[config.mk]
export PLATFORM = sky130hd
export DESIGN_NAME = seg7_text_scroller
export DESIGN_NICKNAME = d
export VERILOG_FILES = /design/src/rtl/seg7_text_scroller.sv
export SDC_FILE = /design/constraint.sdc
export NUM_CORES = 1
export LEC_CHECK = 0
export CAP_MARGIN = 20
export CORE_ASPECT_RATIO = 1.4
export CORE_UTILIZATION = 40
export DETAILED_ROUTE_END_ITERATION = 12
export GPL_TIMING_DRIVEN = 0
export PLACE_DENSITY = 0.66
export RECOVER_POWER = 100
export SETUP_SLACK_MARGIN = 0.15
export SLEW_MARGIN = 20
export SYNTH_ARGS = -nofsm -noshare
export SYNTH_HDL_FRONTEND = slang
export SYNTH_SLANG_ARGS = --single-unit
[constraint.sdc]
create_clock -name clk_i -period 2.63 [get_ports clk_i]
set_input_delay 0.3945 -clock clk_i [delete_from_list [all_inputs] [get_ports clk_i]]
set_output_delay 0.3945 -clock clk_i [all_outputs]
set_load 0.02 [all_outputs]
[src/rtl/seg7_text_scroller.sv]
// Scrolling, time-multiplexed text driver for a common-anode multi-digit 7-segment display.
// A message buffer is scanned one digit at a time. A window NUM_DIGITS glyphs wide steps
// across the message and can pause for a few step periods after each wrap.
module seg7_text_scroller #(
  parameter int unsigned NUM_DIGITS = 4,
  parameter int unsigned MSG_LEN    = 8,
  parameter int unsigned SCAN_DIV   = 1000,
  parameter int unsigned STEP_DIV   = 500,
  parameter int unsigned HOLD_STEPS = 2
) (
  input  logic                       clk_i,
  input  logic                       reset_i,
  input  logic                       run_i,
  input  logic                       wr_en_i,
  input  logic [$clog2(MSG_LEN)-1:0] wr_addr_i,
  input  logic [3:0]                 wr_data_i,
  output logic [6:0]                 seg_o,
  output logic [NUM_DIGITS-1:0]      an_o,
  output logic [$clog2(MSG_LEN)-1:0] pos_o,
  output logic                       wrap_o
);

  localparam int unsigned AW = $clog2(MSG_LEN);
  localparam int unsigned IW = AW + 1;
  localparam int unsigned DW = (NUM_DIGITS > 1) ? $clog2(NUM_DIGITS) : 1;
  localparam int unsigned SW = (SCAN_DIV > 1) ? $clog2(SCAN_DIV) : 1;
  localparam int unsigned TW = (STEP_DIV > 1) ? $clog2(STEP_DIV) : 1;
  localparam int unsigned HW = (HOLD_STEPS > 1) ? $clog2(HOLD_STEPS) : 1;

  typedef enum logic [1:0] {
    ST_IDLE,
    ST_SCROLL,
    ST_HOLD
  } state_e;

  state_e                state_q, state_d;
  logic [SW-1:0]         scan_cnt_q, scan_cnt_d;
  logic [DW-1:0]         digit_q, digit_d;
  logic [TW-1:0]         step_cnt_q, step_cnt_d;
  logic [HW-1:0]         hold_cnt_q, hold_cnt_d;
  logic [AW-1:0]         pos_q, pos_d;
  logic [6:0]            seg_q, seg_d;
  logic [NUM_DIGITS-1:0] an_q, an_d;
  logic                  wrap_q, wrap_d;
  logic [3:0]            msg_q [MSG_LEN];

  logic                  scan_term;
  logic                  step_last;
  logic                  step_tick;
  logic                  pos_last;
  logic                  hold_last;
  logic                  digit_last;
  logic                  step_en;
  logic                  pos_inc;
  logic [IW-1:0]         idx_sum;
  logic [AW-1:0]         rd_idx;

  // Glyph code to {a,b,c,d,e,f,g}; unused codes are blank.
  function automatic logic [6:0] glyph(input logic [3:0] code);
    case (code)
      4'd0:    return 7'b0000101;
      4'd1:    return 7'b0011100;
      4'd2:    return 7'b0011111;
      4'd3:    return 7'b0000100;
      4'd4:    return 7'b1011011;
      default: return 7'b0000000;
    endcase
  endfunction

  // Terminal-count decodes shared by the scan, step and hold logic.
  always_comb begin
    scan_term  = (scan_cnt_q == SW'(SCAN_DIV - 1));
    step_last  = (step_cnt_q == TW'(STEP_DIV - 1));
    step_tick  = scan_term & step_last;
    pos_last   = (pos_q == AW'(MSG_LEN - 1));
    hold_last  = (hold_cnt_q == HW'(HOLD_STEPS - 1));
    digit_last = (digit_q == DW'(NUM_DIGITS - 1));
  end

  // Scroll FSM state register.
  always_ff @(posedge clk_i) begin
    if (reset_i) state_q <= ST_IDLE;
    else         state_q <= state_d;
  end

  // Scroll FSM next state. Dropping run always wins over a coincident step_tick.
  always_comb begin
    state_d = state_q;
    case (state_q)
      ST_IDLE: begin
        if (run_i) state_d = ST_SCROLL;
      end
      ST_SCROLL: begin
        if (!run_i) state_d = ST_IDLE;
        else if (step_tick && pos_last && (HOLD_STEPS != 0)) state_d = ST_HOLD;
      end
      ST_HOLD: begin
        if (!run_i) state_d = ST_IDLE;
        else if (step_tick && hold_last) state_d = ST_SCROLL;
      end
      default: state_d = ST_IDLE;
    endcase
  end

  // Scroll FSM outputs: step counter enable, window advance, wrap pulse and hold count.
  always_comb begin
    step_en    = 1'b0;
    pos_inc    = 1'b0;
    wrap_d     = 1'b0;
    hold_cnt_d = hold_cnt_q;
    case (state_q)
      ST_SCROLL: begin
        if (run_i) begin
          step_en = 1'b1;
          if (step_tick) begin
            pos_inc = 1'b1;
            if (pos_last) begin
              wrap_d     = 1'b1;
              hold_cnt_d = '0;
            end
          end
        end
      end
      ST_HOLD: begin
        if (!run_i) begin
          hold_cnt_d = '0;
        end else begin
          step_en = 1'b1;
          if (step_tick) hold_cnt_d = hold_last ? '0 : hold_cnt_q + HW'(1);
        end
      end
      default: ;
    endcase
  end

  // Next values for the counters, window position and the registered display outputs.
  always_comb begin
    scan_cnt_d = scan_term ? '0 : scan_cnt_q + SW'(1);
    digit_d    = digit_q;
    if (scan_term) digit_d = digit_last ? '0 : digit_q + DW'(1);
    step_cnt_d = step_cnt_q;
    if (step_en && scan_term) step_cnt_d = step_last ? '0 : step_cnt_q + TW'(1);
    pos_d = pos_q;
    if (pos_inc) pos_d = pos_last ? '0 : pos_q + AW'(1);
    // pos + digit stays below 2*MSG_LEN, so one conditional subtract wraps it.
    idx_sum = IW'(pos_q) + IW'(digit_q);
    if (32'(idx_sum) >= MSG_LEN) idx_sum = idx_sum - IW'(MSG_LEN);
    rd_idx = AW'(idx_sum);
    seg_d  = glyph(msg_q[rd_idx]);
    an_d   = ~(NUM_DIGITS'(1) << digit_q);
  end

  // Counter, window and display output registers.
  always_ff @(posedge clk_i) begin
    if (reset_i) begin
      scan_cnt_q <= '0;
      digit_q    <= '0;
      step_cnt_q <= '0;
      hold_cnt_q <= '0;
      pos_q      <= '0;
      seg_q      <= '0;
      an_q       <= '1;
      wrap_q     <= 1'b0;
    end else begin
      scan_cnt_q <= scan_cnt_d;
      digit_q    <= digit_d;
      step_cnt_q <= step_cnt_d;
      hold_cnt_q <= hold_cnt_d;
      pos_q      <= pos_d;
      seg_q      <= seg_d;
      an_q       <= an_d;
      wrap_q     <= wrap_d;
    end
  end

  // Message buffer; out-of-range addresses are dropped.
  always_ff @(posedge clk_i) begin
    if (reset_i) begin
      for (int unsigned i = 0; i < MSG_LEN; i++) msg_q[i] <= 4'd5;
    end else if (wr_en_i && (32'(wr_addr_i) < MSG_LEN)) begin
      msg_q[wr_addr_i] <= wr_data_i;
    end
  end

  assign seg_o  = seg_q;
  assign an_o   = an_q;
  assign pos_o  = pos_q;
  assign wrap_o = wrap_q;

endmodule

## After elaboration in Yosys (flattened, before gate mapping)

Memory sizes are Yosys's and may differ from the RTL's.
Cells that the tools add are included.

| storage, ports and cells | value |
|---|---|
| word-level logic and storage cells | 85 |
| RAM bits | 32 |
| output and inout port bits | 15 |
| flip-flop bits (word level) | 39 |
| memories | 1 |

Memory list:

| name | words | width | read ports | clocked after Yosys merged registers in | wr ports | RTL line | RTL |
|---|---|---|---|---|---|---|---|
| msg_q | 8 | 4 | 1 | 0 | 8 | 45 | `logic [3:0] msg_q [MSG_LEN];` |

| operators by class | value |
|---|---|
| shifts and indexed selects | 1 |
| mux-type cells | 32 |
| bitwise logic cells | 5 |
| $add $sub $neg | 7 |
| $lt $le $gt $ge | 1 |
| reduce and logical (&&, ||, !) cells | 12 |
| equality and inequality tests | 17 |

Operator list:

| kind | number |
|---|---|
| $pmux 7 s5 | 1 |
| $mux 1 | 18 |
| $mux 2 | 6 |
| $add 10x1->10 const B | 1 |
| $eq 10x10->1 const B | 1 |
| $add 9x1->9 const B | 1 |
| $eq 9x9->1 const B | 1 |
| $mux 3 | 3 |
| $mux 9 | 1 |
| $ne 3x3->1 const B | 3 |
| $eq 4x2->1 const B | 2 |
| $ne 2x2->1 const B | 4 |
| $reduce_or 4->1 | 2 |
| $pmux 2 s3 | 1 |
| $reduce_and 5->1 | 1 |
| $add 3x2->4 | 1 |
| $eq 2x2->1 const B | 2 |
| $eq 4x1->1 const B | 1 |
| $eq 4x3->1 const B | 1 |
| $ge 4x4->1 const B | 1 |
| $logic_not 4->1 | 1 |
| $mux 4 | 1 |
| $not 4->4 | 1 |
| $reduce_or 2->1 | 2 |
| other kinds (14) | 18 |

## Longest topological paths before layout

Gate-level depths: netlist (run 1).

| logic depth | value |
|---|---|
| depth after elaboration | 6 |
| gate-level depth with buffers | 9 |
| depth with buffers taken out | 8 |

## Worst setup path after synthesis (run 1)

Ideal clock, no wire load.

| timing path | value |
|---|---|
| path kind | register to register |
| start | reg pos_q[0] (netlist: pos_o[0]) |
| end | reg seg_q[4] (netlist: seg_o[4]) |
| arrival | 2.434 ns |
| cell stages (with the launch flop) | 10 |
| period minus slack after synthesis | 2.509 ns |
| path slack | 0.121 ns |
| setup time | 0.074 ns |
| buffers on the path | 1 |
| cells stage by stage | dfxtp_1 ha_1 inv_1 fa_1 buf_1 mux4_2 mux2i_1 nand2_1 or3_1 o21ai_0 |

| between the ends | value |
|---|---|
| cells in the longest elaborated chain, start to end | 6 |
| elaborated cells between the ends (all ways) | 11 |
| those cells by class | add/sub: 2; order compare: 1; eq/ne: 4; mux: 2; reduce/logical: 1; memory: 1 |

Ends and longest elaborated chain:

| element | RTL line | RTL |
|---|---|---|
| start, declared | 41 | `logic [AW-1:0] pos_q, pos_d;` |
| start signal, assigned | 169 | `pos_q <= pos_d;` |
| $add 3x2->4 (*) | 146 | `idx_sum = IW'(pos_q) + IW'(digit_q);` |
| $ge 4x4->1 / $sub 3x1->3 (equally long branches) | 147 | `if (32'(idx_sum) >= MSG_LEN) idx_sum = idx_sum - IW'(MSG_LEN);` |
| $mux 3 (*) | 147 |  |
| $mem_v2 8x4 (*) | - |  |
| $eq 4x3->1 (tied with other cells) | 60 | `case (code)` |
| $pmux 7 s5 (*) | 60 |  |
| end signal, assigned | 170 | `seg_q <= seg_d;` |
| end, declared | 42 | `logic [6:0] seg_q, seg_d;` |

Every way passes the cells marked *; elsewhere a longest branch is shown, timed or not.
A chain may end at the register's enable or synchronous reset.

## Worst setup path in the final report (run 1)

| timing path | value |
|---|---|
| start | reg digit_q[0] |
| end | reg seg_q[4] (netlist: seg_o[4]) |

| between the ends | value |
|---|---|
| cells in the longest elaborated chain, start to end | 6 |
| elaborated cells between the ends (all ways) | 11 |
| those cells by class | add/sub: 2; order compare: 1; eq/ne: 4; mux: 2; reduce/logical: 1; memory: 1 |

Ends and longest elaborated chain:

| element | RTL line | RTL |
|---|---|---|
| start, declared | 38 | `logic [DW-1:0] digit_q, digit_d;` |
| start signal, assigned | 166 | `digit_q <= digit_d;` |
| $add 3x2->4 (*) | 146 |  |
| $ge 4x4->1 / $sub 3x1->3 (equally long branches) | 147 |  |
| $mux 3 (*) | 147 |  |
| $mem_v2 8x4 (*) | - |  |
| $eq 4x3->1 (tied with other cells) | 60 |  |
| $pmux 7 s5 (*) | 60 |  |

Marks and branches as above.

==> results.cfg, run 1 <==
[job]
maxCapViolations = 0

[global_routing]
antenna_found_initial = 0
gr-total-overflow = 0
gr-usage-met2 = 0.2733
globalRoute.busiestLayer = met2
grt_pass1_vias = 2103
grtUsageTotal = 0.1545
use_met3 = 0.04268
grt_pass1_wl_mm = 9.839
grt_max_degree = 11
use_met1 = 0.1635

[critical_path]
r2r_slack_ps = 210
critPathMaxFanout = 8
path_class = reg -> reg
crit_arrival_ps = 2700
max_stage_delay_ps = 470
start_kind = flop
cpMaxStageDelayCell = fa_1
path_cells = ha_1 -> inv_1 -> fa_1 -> clkbuf_4 -> mux4_2 -> mux2i_4 -> nand2_1 -> or3_1 -> o21ai_0
worstPathRequired_ps = 2900
worstSetupEndpointType = flop

[power]
p_int_uw = 1629
p_per_area_mw_per_mm2 = 550.6
swShare = 0.2256
p_sw_uw = 474.6
p_leak_uw = 0.001373
power.clock.fraction = 0.362
ir_drop_v = 0.0003122
pwr-share-seq = 0.561
combinationalPowerShare = 0.077

[timing]
hold_viol = 0
tightest_slew_ps = 881.1
finalCriticalPeriod_ps = 2424
rsz0062_at_grt = false
fmax_ghz = 0.4125
hold_slack_ps = 473.0
finalSetupTns_ps = 0
setup_viol = 0
slew_viol_final = 0
fin_skew_ps = 6.562
slew_headroom = 0.4076
post-route-period-util = 0.9218

[synthesis]
syn_nets = 321
ys_warn_count = 0
synth_seq_cells = 69
synth_cell_types = 47
syn_area_sq_mm = 0.003279
synth_cells = 296
syn_area_per_cell_sq_um = 11.08
synthArstFlopShare = 0
synth_ff_type = dfxtp_1
yosysSeqAreaShare = 0.5189
synth_edf_count = 32

[cts]
postCtsSetupRepairBufs = 0
numCtsBuffers = 9
clk-insertion-delay-late_ps = 340
cts_sinks = 69
cts.clk_slew.worst_paths_ps = 70
cts_tree = yes
cts_buffer_depth = 2
cts_htree_levels = 3
root_buffer = clkbuf_8

[routing]
wirelength_mm = 5.790
wl_per_cell_um = 13.31
viasPerCell = 4.991
vias = 2171
dr.first_iter.drc_count = 92
antenna_left = 0
firstDrtPassIters = 6
drc_errors = 0

[hold_path]
hp-class = reg -> reg

[layout]
layout_common_cells = dfxtp_1 (36), nor2_1 (34), edfxtp_1 (32), nand2_1 (22), or3_1 (15)
drive_above_1_share = 0.08657
antennaDiodeCount = 0
layout_commonest_cell = dfxtp_1
fillCellCount = 726
final_nets = 355
area_growth_pct = 16.52

[die]
start_util = 0.4180
io_pins = 26
die_x_um = 78.53
fp.dieH_um = 109.1
core_sq_mm = 0.007845
num_rows = 38
die-area_sq_mm = 0.008570

[place]
portBuffers = 23
dp_hpwl_mm = 4.338
globalplace.congestion = 0.8446

[status]
status = complete, no violations
[area by class of cell]
type / count / area (sq um) / area share
Buffer: 12 / 63.81 / 0.01670
Multi-Input combinational cell: 206 / 1494 / 0.3910
Timing Repair Buffer: 23 / 230.2 / 0.06025
Sequential cell: 69 / 1703 / 0.4456
Inverter: 9 / 33.78 / 0.008841
Tap cell: 100 / 125.1 / 0.03274
Clock buffer: 15 / 166.4 / 0.04355
Clock inverter: 1 / 5.005 / 0.001310
[synth_stat cells (2+ instances only)]
cell | instances | share of area
and3_1 | 2 | 0.0038
mux2i_1 | 9 | 0.027
or2_2 | 2 | 0.0038
mux4_1 | 3 | 0.024
nor2b_1 | 2 | 0.0038
inv_1 | 8 | 0.0092
nor3b_1 | 2 | 0.0046
nand2b_1 | 7 | 0.013
clkbuf_1 | 7 | 0.0080
dfxtp_1 | 37 | 0.23
buf_4 | 2 | 0.0046
nand2_1 | 22 | 0.025
mux4_2 | 5 | 0.034
nor2_1 | 34 | 0.039
edfxtp_1 | 32 | 0.29
or3_1 | 15 | 0.029
xor2_1 | 8 | 0.021
o21ai_0 | 7 | 0.011
and2_1 | 18 | 0.034
xnor2_1 | 9 | 0.024
and4_1 | 2 | 0.0053
nor3_1 | 8 | 0.012
a211oi_1 | 2 | 0.0046
a21oi_1 | 4 | 0.0061
nand4_1 | 4 | 0.0076
nand3_1 | 12 | 0.018
ha_1 | 13 | 0.050
[cells by family after synthesis]
logic type                 after synthesis  synth area share
and+or+nand+nor                        136            0.2152
DFF                                     69            0.5189
xor gates and xnor gates                18           0.05037
buffers and inverters                   21           0.02899
other                                    1          0.001144
adders and majority gates               14           0.05571
AOI/OAI and AO/OA                       18           0.03357
muxes                                   19           0.09615
[stage by stage]
step           std cells  utilization  area, sq um  setup slack, ps  total power (uW)
3_5_place_dp         419       0.4635         3636            62.93              1368
6_report             435       0.4871         3821            205.7              2104
4_1_cts              435       0.4864         3816            166.0              2132
3_3_place_gp         419       0.4635         3636            116.9              1361
5_1_grt              435       0.4871         3821            77.71              2187
2_1_floorplan        296            -         3281            256.9              1304
[per-layer routing]
layer / vias up / routed length, um
met4: 0 / 104
met3: 7 / 186
met1: 1025 / 2382
li1: 1106 / -
met5: - / 0
met2: 33 / 3116
[state kept, by name, summed over array words and instances, names as in the netlist]
register	cells
scan_cnt_q	10
state_q	2
pos_o	3
msg_q	32
wrap_o	1
step_cnt_q	9
an_o	4
digit_q	2
seg_o	5
hold_cnt_q	1
[power groups by stage]
stage	combinational [uW]	clock, uW	sequential (uW)
floorplan	101	0	1200
global placement	158	0	1200
detailed placement	163	0	1210
CTS	165	786	1180
global route	179	823	1180
finish	161	762	1180
[worst max-delay path, delay by kind of cell, from the launching register on]
family          cells  cell delay (ps)
fa+ha+maj           2              650
mux                 2              540
simple gates        2              430
flops               1              420
buf+inv             2              250
compound gates      1               70
[path summary, 6_finish.rpt]
| kind | startpoint | endpoint | cells after the start |
|---|---|---|---|
| min reg2reg | scan_cnt_q[0] | scan_cnt_q[0] | 1 |
| max | digit_q[0] | seg_o[4] | 9 |
| min | scan_cnt_q[0] | scan_cnt_q[0] | 1 |
| max reg2reg | digit_q[0] | seg_o[4] | 9 |
[repair_timing]
| item | CTS | global route |
|---|---|---|
| hold endpoints to repair | 0 | 0 |
| resized for setup | 3 | 3 |
| hold buffers | 0 | 0 |
| endpoints found under the setup margin | 1 | 2 |
No activity file was read; power rests on OpenSTA's default activity.
==> run 2, diff against run 1 <==
- CORE_MARGIN: not set -> 10
==> results.cfg, run 2 (same netlist as run 1, synthesis figures left out) <==
[cts]
cts_htree_levels = 3
cts.clk_slew.worst_paths_ps = 60
root_buffer = clkbuf_16
cts_buffer_depth = 2
cts_tree = yes
ctsHoldBuffers = 0
numCtsBuffers = 9
clk-insertion-delay-late_ps = 330
cts_sinks = 69

[timing]
rsz0062_at_grt = false
fin_skew_ps = 5.139
slew_headroom = 0.3469
post-route-period-util = 0.9136
finalCriticalPeriod_ps = 2403
tightest_slew_ps = 971.3
setup_viol = 0
hold_viol = 0
finalSetupTns_ps = 0
slew_viol_final = 0
fmax_ghz = 0.4162

[critical_path]
max_stage_delay_ps = 480
path_buf_inv = 2
path_cells = ha_1 -> inv_1 -> fa_1 -> clkbuf_4 -> mux4_2 -> mux2i_1 -> nand2_1 -> or3_1 -> o21ai_0
worstPathRequired_ps = 2890
cpMaxStageDelayCell = fa_1
path_delay_family = adder cells
worstSetupEndpointType = flop
critPathMaxFanout = 8
crit_arrival_ps = 2660
start_kind = flop
path_class = reg -> reg

[routing]
firstDrtPassIters = 4
drc_errors = 0
wl_per_cell_um = 14.31
wirelength_mm = 6.269
antenna_left = 0
viasPerCell = 4.979
vias = 2181
dr.first_iter.drc_count = 67

[power]
combinationalPowerShare = 0.061
p_leak_uw = 0.001448
p_sw_uw = 555.3
power.total_uw = 2614
swShare = 0.2125
p_int_uw = 2058
pwr-share-seq = 0.453
power.clock.fraction = 0.486
p_per_area_mw_per_mm2 = 659.0
ir_drop_v = 0.0003385

[global_routing]
grt_max_degree = 13
grt_pass1_vias = 2195
gr-total-overflow = 0
antenna_found_initial = 0
grt_pass1_wl_mm = 10.29
grtUsageTotal = 0.1089

[place]
detailed_place.area_sq_mm = 0.003638
portBuffers = 23
globalplace.congestion = 0.7756
dp_hpwl_mm = 4.655

[status]
status = complete, no violations

[die]
num_rows = 39
fp.dieH_um = 127.1
start_util = 0.4049
io_pins = 26
core_sq_mm = 0.008100
die_x_um = 96.53
die-area_sq_mm = 0.01227

[layout]
layout_commonest_cell = dfxtp_1
fin_area_sq_mm = 0.003966
reg.largest.list = msg_q: 32 flops, scan_cnt_q: 10 flops, step_cnt_q: 9 flops
top_register = msg_q
final_nets = 356
area_growth_pct = 20.95
layout_common_cells = dfxtp_1 (35), nor2_1 (34), edfxtp_1 (32), nand2_1 (22)
largest_reg_flops = 32
drive_above_1_share = 0.09821
antennaDiodeCount = 0

[job]
maxCapViolations = 0

[hold_path]
hp-class = reg -> reg
run 2: worst paths after layout:
kind | from | slack, ps | endpoint | cells after the start
worst min-delay path | scan_cnt_q[0] | 460 | scan_cnt_q[0] | 1
worst min register to register | scan_cnt_q[0] | 460 | scan_cnt_q[0] | 1
worst max-delay path | digit_q[0] | 230 | seg_o[4] | 9
worst max register to register | digit_q[0] | 230 | seg_o[4] | 9
run 2: power groups by stage:
stage | combinational, uW | clock [uW] | sequential [uW]
3_3_place_gp | 158 | 0 | 1200
4_1_cts | 164 | 1300 | 1180
6_report | 160 | 1270 | 1180
2_1_floorplan | 101 | 0 | 1200
5_1_grt | 177 | 1340 | 1190
3_5_place_dp | 162 | 0 | 1210
run 2: timing repair:
item	4_1_cts	5_1_grt
buffers inserted	0	1
gates resized for setup	3	3
gates cloned	0	0
setup endpoints to repair	1	2
run 2: worst register-to-register path, cell delays in order (launching register included):
cell	delay, ps
dfxtp_4	370
ha_1	140
inv_1	40
fa_1	480
clkbuf_4	190
mux4_2	330
mux2i_1	250
nand2_1	80
or3_1	370
o21ai_0	80
run 2: layer usage:
layer  share of wire  GRT usage  up-vias
met2            0.52     0.1826       45
met1            0.40     0.1167     1019
met4           0.021    0.05746        0
met5               0          0        -
li1                -          -     1109
met3           0.058    0.03634        8
run 2: stage by stage:
stage	hold slack (ps)	worst slack, ps	instances	utilization
after floorplan	429.9	256.9	296	-
after global placement	444.2	129.7	421	0.4492
after detailed placement	456.9	120.3	421	0.4492
after CTS	468.9	160.1	437	0.4892
after global routing	496.5	85.32	438	0.4897
final	462.8	227.1	438	0.4897
run 2: area by class of cell:
| type | count | area (sq um) |
|---|---|---|
| timing repair buffer | 24 | 237.7 |
| clock buffer | 9 | 225.2 |
| inverter | 9 | 33.78 |
| clock inverter | 7 | 90.09 |
| buffer | 12 | 63.81 |
| multi-input combinational | 206 | 1481 |
| fill | 772 | 4134 |
| sequential | 69 | 1707 |
| tap | 102 | 127.6 |
==> run 3, diff against run 2 <==
- CORE_ASPECT_RATIO: 1.4 -> 0.75
- PLACE_DENSITY: 0.66 -> not set
==> results.cfg, run 3 (same netlist as run 1, synthesis figures left out) <==
[routing]
dr.first_iter.drc_count = 101
drc_errors = 0
wirelength_mm = 6.405
vias = 2161
viasPerCell = 4.911
antenna_left = 0
wl_per_cell_um = 14.56
firstDrtPassIters = 4

[job]
maxCapViolations = 0

[layout]
layout_commonest_cell = dfxtp_1
reg.largest.list = msg_q: 32 flops, scan_cnt_q: 10 flops, step_cnt_q: 9 flops
drive_above_1_share = 0.09552
area_growth_pct = 18.73
antennaDiodeCount = 0
top_register = msg_q
layout_common_cells = dfxtp_1 (35), nor2_1 (34), edfxtp_1 (32), nand2_1 (22), or3_1 (15)
largest_reg_flops = 32
utilization = 0.4896
fin_area_sq_mm = 0.003894
final_nets = 355

[timing]
finalSetupTns_ps = 0
rsz0062_at_grt = false
setup_viol = 0
hold_viol = 0
post-route-period-util = 0.9028
tightest_slew_ps = 942.4
fin_skew_ps = 9.256
worst_slack_ps = 255.7
fmax_ghz = 0.4212
slew_headroom = 0.3664
finalCriticalPeriod_ps = 2374
slew_viol_final = 0

[die]
core_sq_mm = 0.007953
fp.dieH_um = 98.42
io_pins = 26
die_x_um = 124.6
num_rows = 28
start_util = 0.4124
die-area_sq_mm = 0.01226

[place]
detailed_place.area_sq_mm = 0.003642
dp_slack_ps = -6.336
globalplace.congestion = 0.7766
dp_hpwl_mm = 4.754
portBuffers = 23

[cts]
root_buffer = clkbuf_8
numCtsBuffers = 9
ctsHoldBuffers = 0
cts_sinks = 69
cts_tree = yes
cts.clk_slew.worst_paths_ps = 70
cts_buffer_depth = 2
clk-insertion-delay-late_ps = 350
cts_htree_levels = 3

[global_routing]
gr-total-overflow = 0
grt_max_degree = 13
antenna_found_initial = 0
grtUsageTotal = 0.1098
grt_pass1_vias = 2117
grt_pass1_wl_mm = 10.96

[power]
ir_drop_v = 0.0003930
p_leak_uw = 0.001387
p_per_area_mw_per_mm2 = 583.8

[critical_path]
crit_arrival_ps = 2640
start_kind = flop
critPathMaxFanout = 8
worstPathRequired_ps = 2900
path_class = reg -> reg
worstSetupEndpointType = flop

[hold_path]
hp-class = reg -> reg

[status]
status = complete, no violations
==> run 3: cell count changes in the layout (fill, tap and decap cells not counted), moves of 2 or more <==
cell | previous run | this run
clkbuf_16 | 9 | 0
clkinvlp_4 | 1 | 3
clkinv_2 | 2 | 0
mux2i_4 | 1 | 3
clkbuf_8 | 0 | 9
==> run 3: critical path: stages, from the launching register on <==
cell	delay (ps)
dfxtp_2	380
ha_1	150
inv_1	40
fa_1	470
buf_4	170
mux4_2	350
mux2i_4	210
nand2_1	70
or3_1	380
o21ai_0	70
==> run 3: timing repair <==
item / CTS / global route
setup endpoints to repair: 3 / 2
setup buffers: 0 / 0
gates resized for setup: 5 / 4
gates cloned: 0 / 0
==> run 3: worst paths after layout <==
check	startpoint	cells past startpoint	to	slack (ps)
min reg2reg	scan_cnt_q[0]	1	scan_cnt_q[0]	460
min	scan_cnt_q[0]	1	scan_cnt_q[0]	460
max reg2reg	digit_q[0]	9	seg_o[4]	260
max	digit_q[0]	9	seg_o[4]	260
==> run 3: where the power goes <==
part           switching (uW)  internal, uW
clock network             403           527
registers                16.9          1160
logic                    92.8          70.7
==> run 3: per-stage QoR <==
| step | cells | hold WS [ps] | power [uW] |
|---|---|---|---|
| 3_3_place_gp | 424 | 445.9 | 1367 |
| 6_report | 440 | 464.1 | 2273 |
| 5_1_grt | 440 | 488.3 | 2379 |
| 2_1_floorplan | 296 | 429.9 | 1304 |
| 3_5_place_dp | 424 | 452.8 | 1369 |
| 4_1_cts | 440 | 467.3 | 2307 |
==> run 3: cell type report <==
type	instances	area, sq um
fill	741	4059
sequential	69	1707
multi-input combinational	206	1514
timing repair buffer	23	230.2
tap	105	131.4
clock buffer	9	123.9
clock inverter	7	90.09
buffer	12	63.81
inverter	9	33.78
==> run 3: routing by layer <==
layer  wire, um  part of all wire  global-route usage
met4         77             0.012             0.04021
met1       3484              0.54              0.1571
met2       2496              0.39              0.1440
met5          0                 0                   0
met3        346             0.054             0.04229
